===== src/rtl/uart_rx_fifo_ctrl.sv =====
`default_nettype none
// ============================================================================
// Module   : uart_rx_fifo_ctrl
// Purpose  : Circular receive buffer between the UART receiver and the CPU
//            load path. Per-cycle CPU command (nop/pop/peek/flush), selectable
//            full policy (overwrite oldest or drop newest), occupancy count,
//            threshold flags and software-clearable sticky error flags.
// Ports    : clk          - rising-edge clock
//            reset        - synchronous, active-high reset
//            write        - push data_in this cycle
//            data_in      - word to push
//            op           - 00 nop, 01 pop, 10 peek, 11 flush
//            clr_flags    - clear sticky overflow/underflow
//            data_out     - registered read data
//            count        - registered occupancy, 0..DEPTH
//            empty/full   - count == 0 / count == DEPTH
//            almost_full  - count >= AF_THRESH
//            almost_empty - count <= AE_THRESH
//            overflow     - sticky: write while full with no same-cycle pop
//            underflow    - sticky: pop while empty
// Revision : 1.0 - initial release
// ============================================================================
module uart_rx_fifo_ctrl #(
  parameter int                 WIDTH       = 32,
  parameter int                 DEPTH       = 16,
  parameter bit                 OVERWRITE   = 1'b1,
  parameter int                 AF_THRESH   = DEPTH - 2,
  parameter int                 AE_THRESH   = 2,
  parameter logic [WIDTH-1:0]   EMPTY_VALUE = {WIDTH{1'b1}}
) (
  input  logic                       clk,
  input  logic                       reset,
  input  logic                       write,
  input  logic [WIDTH-1:0]           data_in,
  input  logic [1:0]                 op,
  input  logic                       clr_flags,
  output logic [WIDTH-1:0]           data_out,
  output logic [$clog2(DEPTH):0]     count,
  output logic                       empty,
  output logic                       full,
  output logic                       almost_full,
  output logic                       almost_empty,
  output logic                       overflow,
  output logic                       underflow
);

  localparam int AW = $clog2(DEPTH);
  localparam int CW = AW + 1;

  localparam logic [1:0] OP_NOP   = 2'b00;
  localparam logic [1:0] OP_POP   = 2'b01;
  localparam logic [1:0] OP_PEEK  = 2'b10;
  localparam logic [1:0] OP_FLUSH = 2'b11;

  localparam logic [CW-1:0] DEPTH_C = CW'(DEPTH);
  localparam logic [CW-1:0] AF_C    = CW'(AF_THRESH);
  localparam logic [CW-1:0] AE_C    = CW'(AE_THRESH);

  logic [WIDTH-1:0] mem [DEPTH];
  logic [AW-1:0]    write_ptr;
  logic [AW-1:0]    read_ptr;

  logic is_pop;
  logic is_peek;
  logic is_flush;
  logic is_nop;
  logic has_data;
  logic is_full;
  logic pop_ok;
  logic wr_accept;
  logic evict;
  logic cnt_inc;
  logic overflow_set;
  logic underflow_set;

  always_comb begin
    is_nop   = (op == OP_NOP);
    is_pop   = (op == OP_POP);
    is_peek  = (op == OP_PEEK);
    is_flush = (op == OP_FLUSH);
    has_data = (count != '0);
    is_full  = (count == DEPTH_C);
    pop_ok   = is_pop && has_data;

    // A full buffer accepts a write if a pop frees a slot this cycle, or if
    // the overwrite policy lets the new word displace the oldest one.
    wr_accept = write && !is_flush && (!is_full || pop_ok || OVERWRITE);

    // Overwrite with no pop: the read side must skip the lost word.
    evict = wr_accept && is_full && !is_pop;

    // Count grows only when a word is stored without a matching departure.
    cnt_inc = wr_accept && !evict && !pop_ok;

    // A flush discards the same-cycle write, so it cannot overflow.
    overflow_set  = write && !is_flush && is_full && !is_pop;
    underflow_set = is_pop && !has_data;
  end

  always_ff @(posedge clk) begin
    if (wr_accept) begin
      mem[write_ptr] <= data_in;
    end
  end

  always_ff @(posedge clk) begin
    if (reset) begin
      write_ptr <= '0;
      read_ptr  <= '0;
      count     <= '0;
      data_out  <= '0;
      overflow  <= 1'b0;
      underflow <= 1'b0;
    end else begin
      if (is_pop || is_peek) begin
        data_out <= has_data ? mem[read_ptr] : EMPTY_VALUE;
      end

      if (is_flush) begin
        write_ptr <= '0;
        read_ptr  <= '0;
        count     <= '0;
      end else begin
        // Pointer width equals log2(DEPTH), so increment wraps naturally.
        if (wr_accept) begin
          write_ptr <= write_ptr + 1'b1;
        end
        if (pop_ok || evict) begin
          read_ptr <= read_ptr + 1'b1;
        end
        if (cnt_inc) begin
          count <= count + 1'b1;
        end else if (pop_ok && !wr_accept) begin
          count <= count - 1'b1;
        end
      end

      // A set event in the same cycle as clr_flags takes priority.
      if (overflow_set) begin
        overflow <= 1'b1;
      end else if (clr_flags) begin
        overflow <= 1'b0;
      end

      if (underflow_set) begin
        underflow <= 1'b1;
      end else if (clr_flags) begin
        underflow <= 1'b0;
      end
    end
  end

  always_comb begin
    empty        = (count == '0);
    full         = (count == DEPTH_C);
    almost_full  = (count >= AF_C);
    almost_empty = (count <= AE_C);
  end

  // is_nop is decoded for readability of the command set only.
  logic unused_nop;
  assign unused_nop = is_nop;

endmodule
`default_nettype wire

===== config.mk =====
export PLATFORM = sky130hd
export DESIGN_NAME = uart_rx_fifo_ctrl
export DESIGN_NICKNAME = d
export VERILOG_FILES = /design/src/rtl/uart_rx_fifo_ctrl.sv
export SDC_FILE = /design/constraint.sdc
export NUM_CORES = 1
export LEC_CHECK = 0
export ABC_AREA = 1
export ABC_CLOCK_PERIOD_IN_PS = 9050
export CORE_MARGIN = 4
export CORE_UTILIZATION = 40
export DETAILED_ROUTE_END_ITERATION = 16
export SLEW_MARGIN = 10
export SYNTH_ARGS = -nofsm -noshare
export SYNTH_HDL_FRONTEND = slang
export SYNTH_SLANG_ARGS = --single-unit

===== constraint.sdc =====
create_clock -name clk -period 9.05 [get_ports clk]
set_input_delay 1.81 -clock clk [delete_from_list [all_inputs] [get_ports clk]]
set_output_delay 1.81 -clock clk [all_outputs]
set_load 0.02 [all_outputs]

# ---- After elaboration in Yosys (flattened, before gate mapping)
# Memories as Yosys holds them, arrays and structs flattened. A register that Yosys moved wholly into a read port is not among the register bits.
# Cells that the tools add are included.
dict set report classes {
  n_addsub 4
  order_cmp 2
  eq_ne 4
  muxes 10
  n_reduce_logical 22
}
# cell count
set ops {}
lappend ops {{2-to-1 mux 32 bit} 1}
lappend ops {{2-to-1 mux 5 bit} 2}
lappend ops {{adder 4 x 1 -> 4 bit (second input constant)} 2}
lappend ops {{logical AND 1 bit} 8}
lappend ops {{2-to-1 mux 4 bit} 2}
lappend ops {{zero test 1 bit} 6}
lappend ops {{nonzero test 2 bit} 3}
lappend ops {{adder 5 x 1 -> 5 bit (second input constant)} 1}
lappend ops {{== test 5 bit (second input constant)} 1}
lappend ops {{greater-or-equal comparator 5 x 4 -> 1 bit (second input constant)} 1}
lappend ops {{less-or-equal comparator 5 x 2 -> 1 bit (second input constant)} 1}
lappend ops {{zero test 5 bit} 1}
lappend ops {{2-to-1 mux 1 bit} 5}
lappend ops {{nonzero test 5 bit} 1}
lappend ops {{subtractor 5 x 1 -> 5 bit (second input constant)} 1}
lappend ops {{== test 2 bit (second input constant)} 2}
lappend ops {{== test 2 x 1 -> 1 bit (second input constant)} 1}
lappend ops {{logical OR 1 bit} 2}
lappend ops {{OR reduction 2 bit} 1}
dict set report word_totals {
  register_bits 47
  ram_bits 512
  inputBits 38
  wordCells 49
  n_memories 1
}
# name depth word_bits rd rd_ports_with_merged_regs wr line_no
set memory_table {}
lappend memory_table {mem 16 32 1 1 1 59} ;# logic [WIDTH-1:0] mem [DEPTH];

# ---- Logic depth before layout (Yosys ltp)
# Gate-level depths: netlist (run 1).
dict set report depth {
  word_depth 9
  ltp_mapped 15
}

# ---- Worst setup path before layout (run 1)
# Ideal clock, no wire load.
dict set report synth_timing {
  kind {input to register}
  startpoint {input op[0]}
  endpoint {memory mem[0][0] (enable)}
  setup_time_ps 421
  arrival_ps 3763
  required_ps 8629
  slack_ps 4866
  cell_stages 6
  n_path_buf 0
  path_cell_list {ha_1 inv_1 nand2_1 inv_1 nand2_1 nor2_1}
}
dict set report synth_between {
  elab_chain_len 5
}
# element line_no
set synth_lines {}
lappend synth_lines {{from (decl)} 35} ;# input logic [1:0] op,
lappend synth_lines {{== test 2 bit} 80} ;# is_flush = (op == OP_FLUSH);
lappend synth_lines {{zero test 1 bit} 87} ;# wr_accept = write && !is_flush && (!is_full || pop_ok || OVERWRITE);
lappend synth_lines {{logical AND 1 bit} 87}
lappend synth_lines {{2-to-1 mux 1 bit} 101} ;# if (wr_accept) begin
lappend synth_lines {{2-to-1 mux 1 bit (implied by the code)} 102} ;# mem[write_ptr] <= data_in;
lappend synth_lines {{to (decl)} 59}
# Every way passes these cells.

# ---- Final worst setup path (run 1)
dict set report layout_timing {
  startpoint {input op[0]}
  endpoint {memory mem[1][24] (enable)}
}
# Same word-level chain as after synthesis.

==> results of run 1 <==
==> worst max path at each step <==
stage | endpoint | slack, ns | cells after the start
after floorplan | mem[0][0] | 4.87 | 6
after global placement | mem[0][18] | 4.47 | 7
after detailed placement | mem[13][27] | 4.40 | 7
after CTS | mem[13][29] | 5.03 | 7
after global routing | mem[1][19] | 4.83 | 7
final | mem[1][24] | 4.99 | 7
==> layout make-up <==
cell class | instances | area, sq um | share of cell area
clock buffer | 81 | 1629 | 0.06196
clock inverter | 26 | 272.8 | 0.01038
inverter | 153 | 579.3 | 0.02204
multi-input combinational | 1261 | 5557 | 0.2114
sequential | 563 | 16410 | 0.6240
tap | 756 | 945.9 | 0.03598
timing repair buffer | 94 | 900.9 | 0.03427
==> layout by cell type (no fill, tap or decap), types with 3 or more instances in the layout <==
| cell | synthesis | routed |
|---|---|---|
| clkinv_2 | 0 | 6 |
| dfxtp_1 | 51 | 47 |
| ha_1 | 10 | 10 |
| clkinv_1 | 0 | 12 |
| o21ai_0 | 136 | 136 |
| inv_1 | 149 | 149 |
| a21oi_1 | 43 | 43 |
| nor2_4 | 0 | 16 |
| edfxtp_1 | 512 | 512 |
| clkbuf_8 | 0 | 7 |
| inv_2 | 4 | 3 |
| nor2_1 | 290 | 274 |
| bufinv_16 | 0 | 6 |
| nand3_1 | 265 | 265 |
| nand2_1 | 505 | 505 |
| buf_4 | 0 | 14 |
| clkdlybuf4s50_1 | 0 | 79 |
| clkbuf_1 | 60 | 15 |
| clkbuf_16 | 0 | 59 |
==> per-layer routing <==
layer,part of all wire,routed length (um)
met1,0.43,26420
met4,0.025,1539
met3,0.066,3992
met5,0,0
met2,0.47,28810
==> power groups by stage <==
stage	logic, mW	clock network (mW)	registers [mW]
5_1_grt	0.597	2.53	2.93
3_3_place_gp	0.534	0	2.98
2_1_floorplan	0.301	0	2.98
4_1_cts	0.541	2.42	2.93
6_report	0.539	2.39	2.93
3_5_place_dp	0.538	0	2.98
==> registers in the layout, indices dropped and copies added, names as in the netlist, named ones only <==
register,flops
data_out,32
write_ptr,4
mem,512
overflow,1
underflow,1
count,5
read_ptr,4
==> worst min-delay path, delay by kind of cell, from the launching register on <==
family | cells | cell delay [ns]
AO/OA/AOI/OAI | 1 | 0.06
flip-flops | 1 | 0.31
AND/OR/NAND/NOR | 1 | 0.06
==> per-stage QoR <==
stage	std cells	power, mW
global placement	2827	3.516
finish	2934	5.855
global route	2934	6.062
detailed placement	2827	3.522
floorplan	2093	3.283
CTS	2934	5.894
==> cells by family (layout without fill, tap and decap cells) <==
kind of cell | count (synthesis) | after routing | synth area share
buf+inv | 269 | 354 | 0.04796
flops | 563 | 563 | 0.7150
xor+xnor | 4 | 4 | 0.001528
simple gates | 1064 | 1064 | 0.1891
compound gates | 182 | 182 | 0.04010
fa+ha+maj | 11 | 11 | 0.006329
==> impl_metrics.tcl, run 1 <==
set metrics [dict create \
    power_frac_comb 0.092 \
    relSlewSlack 0.1602 \
    fin_util 0.4645 \
    worst-path-buf-inv 3 \
    initial_core_util 0.4051 \
    place.port_buffers 80 \
    synthArstFlopShare 0 \
    yosysMostFrequentCell "edfxtp_1" \
    hold_ws_ns 0.4751 \
    ios 81 \
    hp-start "underflow" \
    crit_chain "clkdlybuf4s50_1 > ha_1 > inv_1 > nand2_1 > inv_1 > nand2_1 > nor2_4" \
    cts.sinks 563 \
    slowest_stage "nor2_4" \
    reg2reg_depth 8 \
    seq_power_share 0.500 \
    power_density_nw_per_um2 222.7 \
    die_x_um 247.4 \
    synth_nets 2142 \
    r2r_end "data_out[20]" \
    synthToLayoutAreaGrowth_pct 14.64 \
    antenna_found_initial 0 \
    place_ws_ns 4.404 \
    power_frac_clock 0.408 \
    drc_errors 0 \
    die-area_sq_um 61220 \
    final.fill_count 5203 \
    grt_pass1_vias 15130 \
    setup_violations 0 \
    period_share 0.4488 \
    crit_family "simple AND/OR/NAND/NOR gates" \
    p_sw_frac 0.2371 \
    num_vias 15180 \
    layout_setup_ws_ns 4.989 \
    p_leak_nw 9.719 \
    htreeDepth 2 \
    path_class "input pin to flop" \
    fp.dieH_um 247.4 \
    fmax_ghz 0.2462 \
    use_met1 0.2760 \
    cp_data_required_time_ns 9.26 \
    avgSynthCellArea_sq_um 10.96 \
    maxCapViolCount 0 \
    setup_tns_ns 0 \
    grt_max_degree 98 \
    ir_worst_vdd_v 0.0001575 \
    dp_hpwl_um 34300 \
    skew_ns 0.02971 \
    placed_area_sq_um 24390 \
    cts_hold_buf 0 \
    met2_usage 0.3221 \
    yosysWarnings 0 \
    synth_edf_count 512 \
    grt-busiest-layer "met2" \
    cts_buffers 57 \
    drtIter0Drc 1305 \
    grt_usage 0.1972 \
    worst_path_largest_cell_delay_ns 1.02 \
    arrival_ns 4.27 \
    core_sq_um 56600 \
    ys_ff_latch 563 \
    yosysTopAreaCell "edfxtp_1" \
    avgRoutedWirePerCell_um 20.71 \
    cts_tree "built" \
    ys.flop_type "edfxtp_1" \
    via_per_inst 5.174 \
    worstHoldPathCells 2 \
    synth_top_area_frac 0.6704 \
    met3_usage 0.02982 \
    detail-route-antenna-nets 0 \
    root_buffer "clkbuf_16" \
    tightest_slew_ns 1.257 \
    post_cts_buffers 0 \
    post_cts_resized 0 \
    place_congestion 0.8162 \
    yosysUniqueCellTypes 22 \
    rows 87 \
    p_switching_mw 1.388 \
    internal_power_mw 4.467 \
    crit_path_max_fanout 32 \
    cp-end-kind "flop" \
    rsz0062_at_grt "no" \
    critPathLaunch "op[0]" \
    syn_area_sq_um 22930 \
    hp-class "flop to flop" \
    clk_latency_ns 0.61 \
    min_period_ns 4.061 \
    dr.pass1.iters 5 \
    routed_wl_um 60760 \
    startpoint_type "input pin" \
    status "completed" \
    yosys-top-cells-count "512 x edfxtp_1, 505 x nand2_1, 290 x nor2_1, 265 x nand3_1, 149 x inv_1" \
    path_clk_slew_ns 0.06 \
    r2r_slack_ns 5.80 \
    finalMaxSlewViolations 0 \
    finalHoldViolCount 0 \
    cts_buffer_depth 3 \
    fin_nets 2179 \
    holdPathEnd "underflow" \
    syn_inst 2093 \
    grt_pass1_wl_um 92250 \
    diodes 0 \
    drive_gt1_frac 0.05510 \
    grt.overflow.total 0 \
    stdcell_area_sq_um 26290 \
    seq_area_frac_synth 0.7150 \
    synthTopCellsByArea "edfxtp_1 67%, nand2_1 8.3%, nand3_1 5.8%, nor2_1 4.7%, dfxtp_1 4.5%" \
]
(Power assumes the default switching activity.)
==> run 2, diff against run 1 <==
--- a/config.mk
+++ b/config.mk
@@ -6,7 +6,7 @@
 export NUM_CORES = 1
 export LEC_CHECK = 0
 export ABC_AREA = 1
-export ABC_CLOCK_PERIOD_IN_PS = 9050
+export ABC_CLOCK_PERIOD_IN_PS = 3500
 export CORE_MARGIN = 4
 export CORE_UTILIZATION = 40
 export DETAILED_ROUTE_END_ITERATION = 16
==> constraint.sdc (replaced) <==
create_clock -name clk -period 3.5 [get_ports clk]
set_input_delay 0.7 -clock clk [delete_from_list [all_inputs] [get_ports clk]]
set_output_delay 0.7 -clock clk [all_outputs]
set_load 0.02 [all_outputs]
==> impl_metrics.tcl, run 2 (same netlist as run 1, synthesis figures left out) <==
set metrics [dict create \
    grt_pass1_vias 14470 \
    clk_latency_ns 0.63 \
    tightest_slew_ns 1.070 \
    power_frac_comb 0.094 \
    fp.dieH_um 247.4 \
    placed_area_sq_um 24750 \
    dr.pass1.iters 5 \
    relSlewSlack 0.2853 \
    avgRoutedWirePerCell_um 19.36 \
    regMostFlops "mem" \
    post_cts_buffers 0 \
    core_sq_um 56600 \
    place.port_buffers 80 \
    crit_path_max_fanout 7 \
    cts_tree "built" \
    p_leak_nw 9.947 \
    initial_core_util 0.4051 \
    stdcell_area_sq_um 26670 \
    p_switching_mw 3.584 \
    met2_usage 0.2965 \
    reg2reg_depth 8 \
    drive_gt1_frac 0.07237 \
    grt_usage 0.1857 \
    path_class "flop to output pin" \
    via_per_inst 5.099 \
    hp-class "flop to flop" \
    routed_wl_um 57440 \
    root_buffer "clkbuf_16" \
    grt.overflow.total 0 \
    seq_power_share 0.496 \
    fin_util 0.4712 \
    setup_tns_ns 0 \
    setup_violations 0 \
    holdPathEnd "overflow" \
    die_x_um 247.4 \
    ios 81 \
    cts_buffer_depth 3 \
    layout_common_cells "512 x edfxtp_1, 505 x nand2_1, 274 x nor2_1" \
    cts_hold_buf 0 \
    use_met1 0.2635 \
    ir_worst_vdd_v 0.0003970 \
    maxCapViolCount 0 \
    dp_hpwl_um 32750 \
    skew_ns 0.03108 \
    largest_reg_flops 512 \
    grt_pass1_wl_um 87200 \
    drtIter0Drc 1467 \
    die-area_sq_um 61220 \
    startpoint_type "flop" \
    synthToLayoutAreaGrowth_pct 16.31 \
    antenna_found_initial 0 \
    cts.sinks 563 \
    rows 87 \
    min_period_ns 2.791 \
    diodes 0 \
    r2r_slack_ns 1.08 \
    hp-start "overflow" \
    status "completed" \
    p_sw_frac 0.2359 \
    cp-end-kind "output pin" \
    place_congestion 0.8125 \
    grt_max_degree 193 \
    fmax_ghz 0.3583 \
    finalMaxSlewViolations 0 \
    finalHoldViolCount 0 \
    rsz0062_at_grt "no" \
    period_share 0.7974 \
    num_vias 15130 \
    fin_nets 2213 \
    drc_errors 0 \
    htreeDepth 2 \
    path_clk_slew_ns 0.06 \
    worstHoldPathCells 2 \
    r2r_end "data_out[29]" \
    met3_usage 0.03166 \
    grt-busiest-layer "met2" \
    detail-route-antenna-nets 0 \
    power_density_nw_per_um2 569.5 \
    cts_buffers 58 \
    internal_power_mw 11.61 \
    top_regs "mem (512), data_out (32), count (5)" \
    cp_data_required_time_ns 2.80 \
    post_cts_resized 0 \
    final_common_cell "edfxtp_1" \
    arrival_ns 2.09 \
    power_frac_clock 0.410 \
]
[run 2: power groups by stage]
stage	clock network, mW	logic, mW	registers [mW]
after detailed placement	0	1.43	7.67
after CTS	6.36	1.44	7.53
after global routing	6.65	1.59	7.54
after global placement	0	1.42	7.67
after floorplan	0	0.777	7.71
final	6.23	1.43	7.53
[run 2: worst max-delay path: stages, from the launching register on]
cell	delay (ns)
dfxtp_1	0.38
a2111oi_0	0.42
clkdlybuf4s50_1	0.68
[run 2: cell type report]
| type | instances | area [sq um] |
|---|---|---|
| timing repair buffer | 127 | 1261 |
| clock buffer | 74 | 1541 |
| sequential | 563 | 16410 |
| clock inverter | 33 | 382.9 |
| multi-input combinational | 1261 | 5557 |
| inverter | 153 | 579.3 |
| fill | 5106 | 29930 |
| tap | 756 | 945.9 |
[run 2: routing by layer]
layer,up-vias,wire [um],part of all wire
li1,7211,-,-
met1,7364,25460,0.44
met2,461,26930,0.47
met3,93,3496,0.061
met4,0,1556,0.027
met5,-,0,0
[run 2: worst max-delay path by stage]
stage / from / to / slack, ns / cells after the start
2_1_floorplan: op[0] / mem[0][0] / 0.43 / 6
3_3_place_gp: op[0] / count[4] / 0.39 / 15
3_5_place_dp: op[0] / count[4] / 0.29 / 15
4_1_cts: count[1] / almost_empty / 0.66 / 2
5_1_grt: count[1] / almost_empty / 0.59 / 2
6_report: count[1] / almost_empty / 0.71 / 2
[run 2: through the flow]
stage / hold slack [ns] / std cells / total power [mW] / setup WS (ns)
5_1_grt: 0.5116 / 2967 / 15.77 / 0.5906
6_report: 0.4805 / 2967 / 15.19 / 0.7090
4_1_cts: 0.4753 / 2967 / 15.33 / 0.6650
3_5_place_dp: 0.4531 / 2860 / 9.104 / 0.2920
2_1_floorplan: 0.4618 / 2093 / 8.488 / 0.4261
3_3_place_gp: 0.4680 / 2860 / 9.084 / 0.3895
==> run 3, diff against run 2 <==
--- a/config.mk
+++ b/config.mk
@@ -6,7 +6,7 @@
 export NUM_CORES = 1
 export LEC_CHECK = 0
 export ABC_AREA = 1
-export ABC_CLOCK_PERIOD_IN_PS = 3500
+export ABC_CLOCK_PERIOD_IN_PS = 2900
 export CORE_MARGIN = 4
 export CORE_UTILIZATION = 40
 export DETAILED_ROUTE_END_ITERATION = 16
==> constraint.sdc (replaced) <==
create_clock -name clk -period 2.9 [get_ports clk]
set_input_delay 0.58 -clock clk [delete_from_list [all_inputs] [get_ports clk]]
set_output_delay 0.58 -clock clk [all_outputs]
set_load 0.02 [all_outputs]
==> impl_metrics.tcl, run 3 (same netlist as run 1, synthesis figures left out) <==
set metrics [dict create \
    status "completed" \
    relSlewSlack 0.3946 \
    top_regs "mem (512), data_out (32), count (5)" \
    rows 87 \
    seq_power_share 0.498 \
    maxCapViolCount 0 \
    hp-class "flop to flop" \
    setup_tns_ns 0 \
    startpoint_type "flop" \
    dr.pass1.iters 5 \
    period_share 0.9263 \
    power_frac_clock 0.406 \
    routed_wl_um 55870 \
    antenna_found_initial 0 \
    wl_met3_um 3089 \
    cts_buffers 58 \
    fin_util 0.4785 \
    post_cts_resized 0 \
    layout_common_cells "512 x edfxtp_1, 505 x nand2_1, 274 x nor2_1" \
    skew_ns 0.01403 \
    p_total_mw 18.22 \
    grt_max_degree 106 \
    ir_worst_vdd_v 0.0004471 \
    num_vias 15020 \
    synthToLayoutAreaGrowth_pct 18.10 \
    die-area_sq_um 61220 \
    min_period_ns 2.686 \
    crit_path_max_fanout 7 \
    regMostFlops "mem" \
    cts.sinks 563 \
    top_layer_used "met4" \
    drive_gt1_frac 0.07537 \
    crit_family "buffers and inverters" \
    arrival_ns 2.11 \
    grt_pass1_vias 14570 \
    finalMaxSlewViolations 0 \
    setup_violations 0 \
    grt_pass1_wl_um 86070 \
    p_sw_frac 0.2327 \
    placed_area_sq_um 25170 \
    internal_power_mw 13.98 \
    power_density_nw_per_um2 672.6 \
    fin_nets 2228 \
    tightest_slew_ns 0.9081 \
    worst-path-buf-inv 1 \
    wl_met2_um 27230 \
    place_ws_ns 0.01098 \
    root_buffer "clkbuf_16" \
    crit_chain "a2111oi_0 > clkdlybuf4s50_1" \
    p_switching_mw 4.239 \
    fp.dieH_um 247.4 \
    worst_path_largest_cell_delay_ns 0.69 \
    fmax_ghz 0.3723 \
    cp_data_required_time_ns 2.32 \
    stdcell_area_sq_um 27080 \
    dp_hpwl_um 31940 \
    avgRoutedWirePerCell_um 18.72 \
    cts_tree "built" \
    drc_errors 0 \
    rsz0062_at_grt "no" \
    via_per_inst 5.033 \
    grt_usage 0.1809 \
    path_clk_slew_ns 0.06 \
    final.fill_count 5083 \
    initial_core_util 0.4051 \
    htreeDepth 2 \
    drt-met1-wl_um 24660 \
    cts_hold_buf 0 \
    ios 81 \
    detail-route-antenna-nets 0 \
    p_leak_nw 10.06 \
    place.port_buffers 80 \
    grt.overflow.total 0 \
    die_x_um 247.4 \
    post_cts_buffers 0 \
    path_class "flop to output pin" \
    cp-end-kind "output pin" \
    power_frac_comb 0.096 \
    place_congestion 0.7854 \
    finalHoldViolCount 0 \
    diodes 0 \
    drtIter0Drc 1333 \
    core_sq_um 56600 \
    layout_setup_ws_ns 0.2136 \
    cts_buffer_depth 3 \
    clk_latency_ns 0.60 \
    final_common_cell "edfxtp_1" \
    slowest_stage "clkdlybuf4s50_1" \
    largest_reg_flops 512 \
]
run 3: cell types whose count changed in the layout (fill, tap and decap cells not counted), sizes merged:
cell      previous run  this run
buf                 48        63
clkinv              22        11
bufinv               8         5
clkbuf              74        93
inv                156       153
clkinvlp             0         1
run 3: worst reg2reg max path, stage by stage, from the launching register on:
cell and delay, ns:
dfxtp_1 0.38, nor2_1 0.16, nand2_1 0.06, nor2_1 0.15, nand2_1 0.09, nand3_1 0.15, inv_1 0.08, fa_1 0.38
inv_1 0.06, nand3_1 0.06, nand2_1 0.08, nand4_1 0.12, a21oi_1 0.15, nor2_1 0.06
run 3: worst paths after layout:
| path | startpoint | endpoint | slack, ns | cells past startpoint |
|---|---|---|---|---|
| max | count[1] | almost_empty | 0.21 | 2 |
| min | overflow | overflow | 0.47 | 2 |
| max reg2reg | count[1] | count[4] | 0.81 | 13 |
| min reg2reg | overflow | overflow | 0.47 | 2 |
run 3: per-stage QoR:
stage          instances  hold slack, ns
6_report            2985          0.4734
5_1_grt             2985          0.4908
4_1_cts             2985          0.4707
3_5_place_dp        2875          0.4598
3_3_place_gp        2875          0.4654
2_1_floorplan       2093          0.4618
run 3: power groups by stage:
stage               combinational, mW  clock [mW]  sequential, mW
finish                           1.75        7.39            9.08
CTS                              1.77        7.56            9.08
floorplan                       0.938           0            9.31
global route                     1.95        7.89            9.09
detailed placement               1.76           0            9.25
global placement                 1.74           0            9.25
run 3: area by class of cell:
class                           instances  area (sq um)  area share
Multi-Input combinational cell       1261          5557      0.2052
Sequential cell                       563         16410      0.6057
Inverter                              153         579.3     0.02139
Tap cell                              756         945.9     0.03493
Clock buffer                           93          1674     0.06181
Clock inverter                         17         235.2    0.008685
Timing Repair Buffer                  142          1687     0.06227
run 3: metal layers:
| metal | up-vias | track usage |
|---|---|---|
| met5 | - | 0 |
| met4 | 0 | 0.03916 |
| met3 | 62 | 0.03144 |
| met2 | 367 | 0.3039 |
| met1 | 7358 | 0.2486 |
| li1 | 7237 | - |
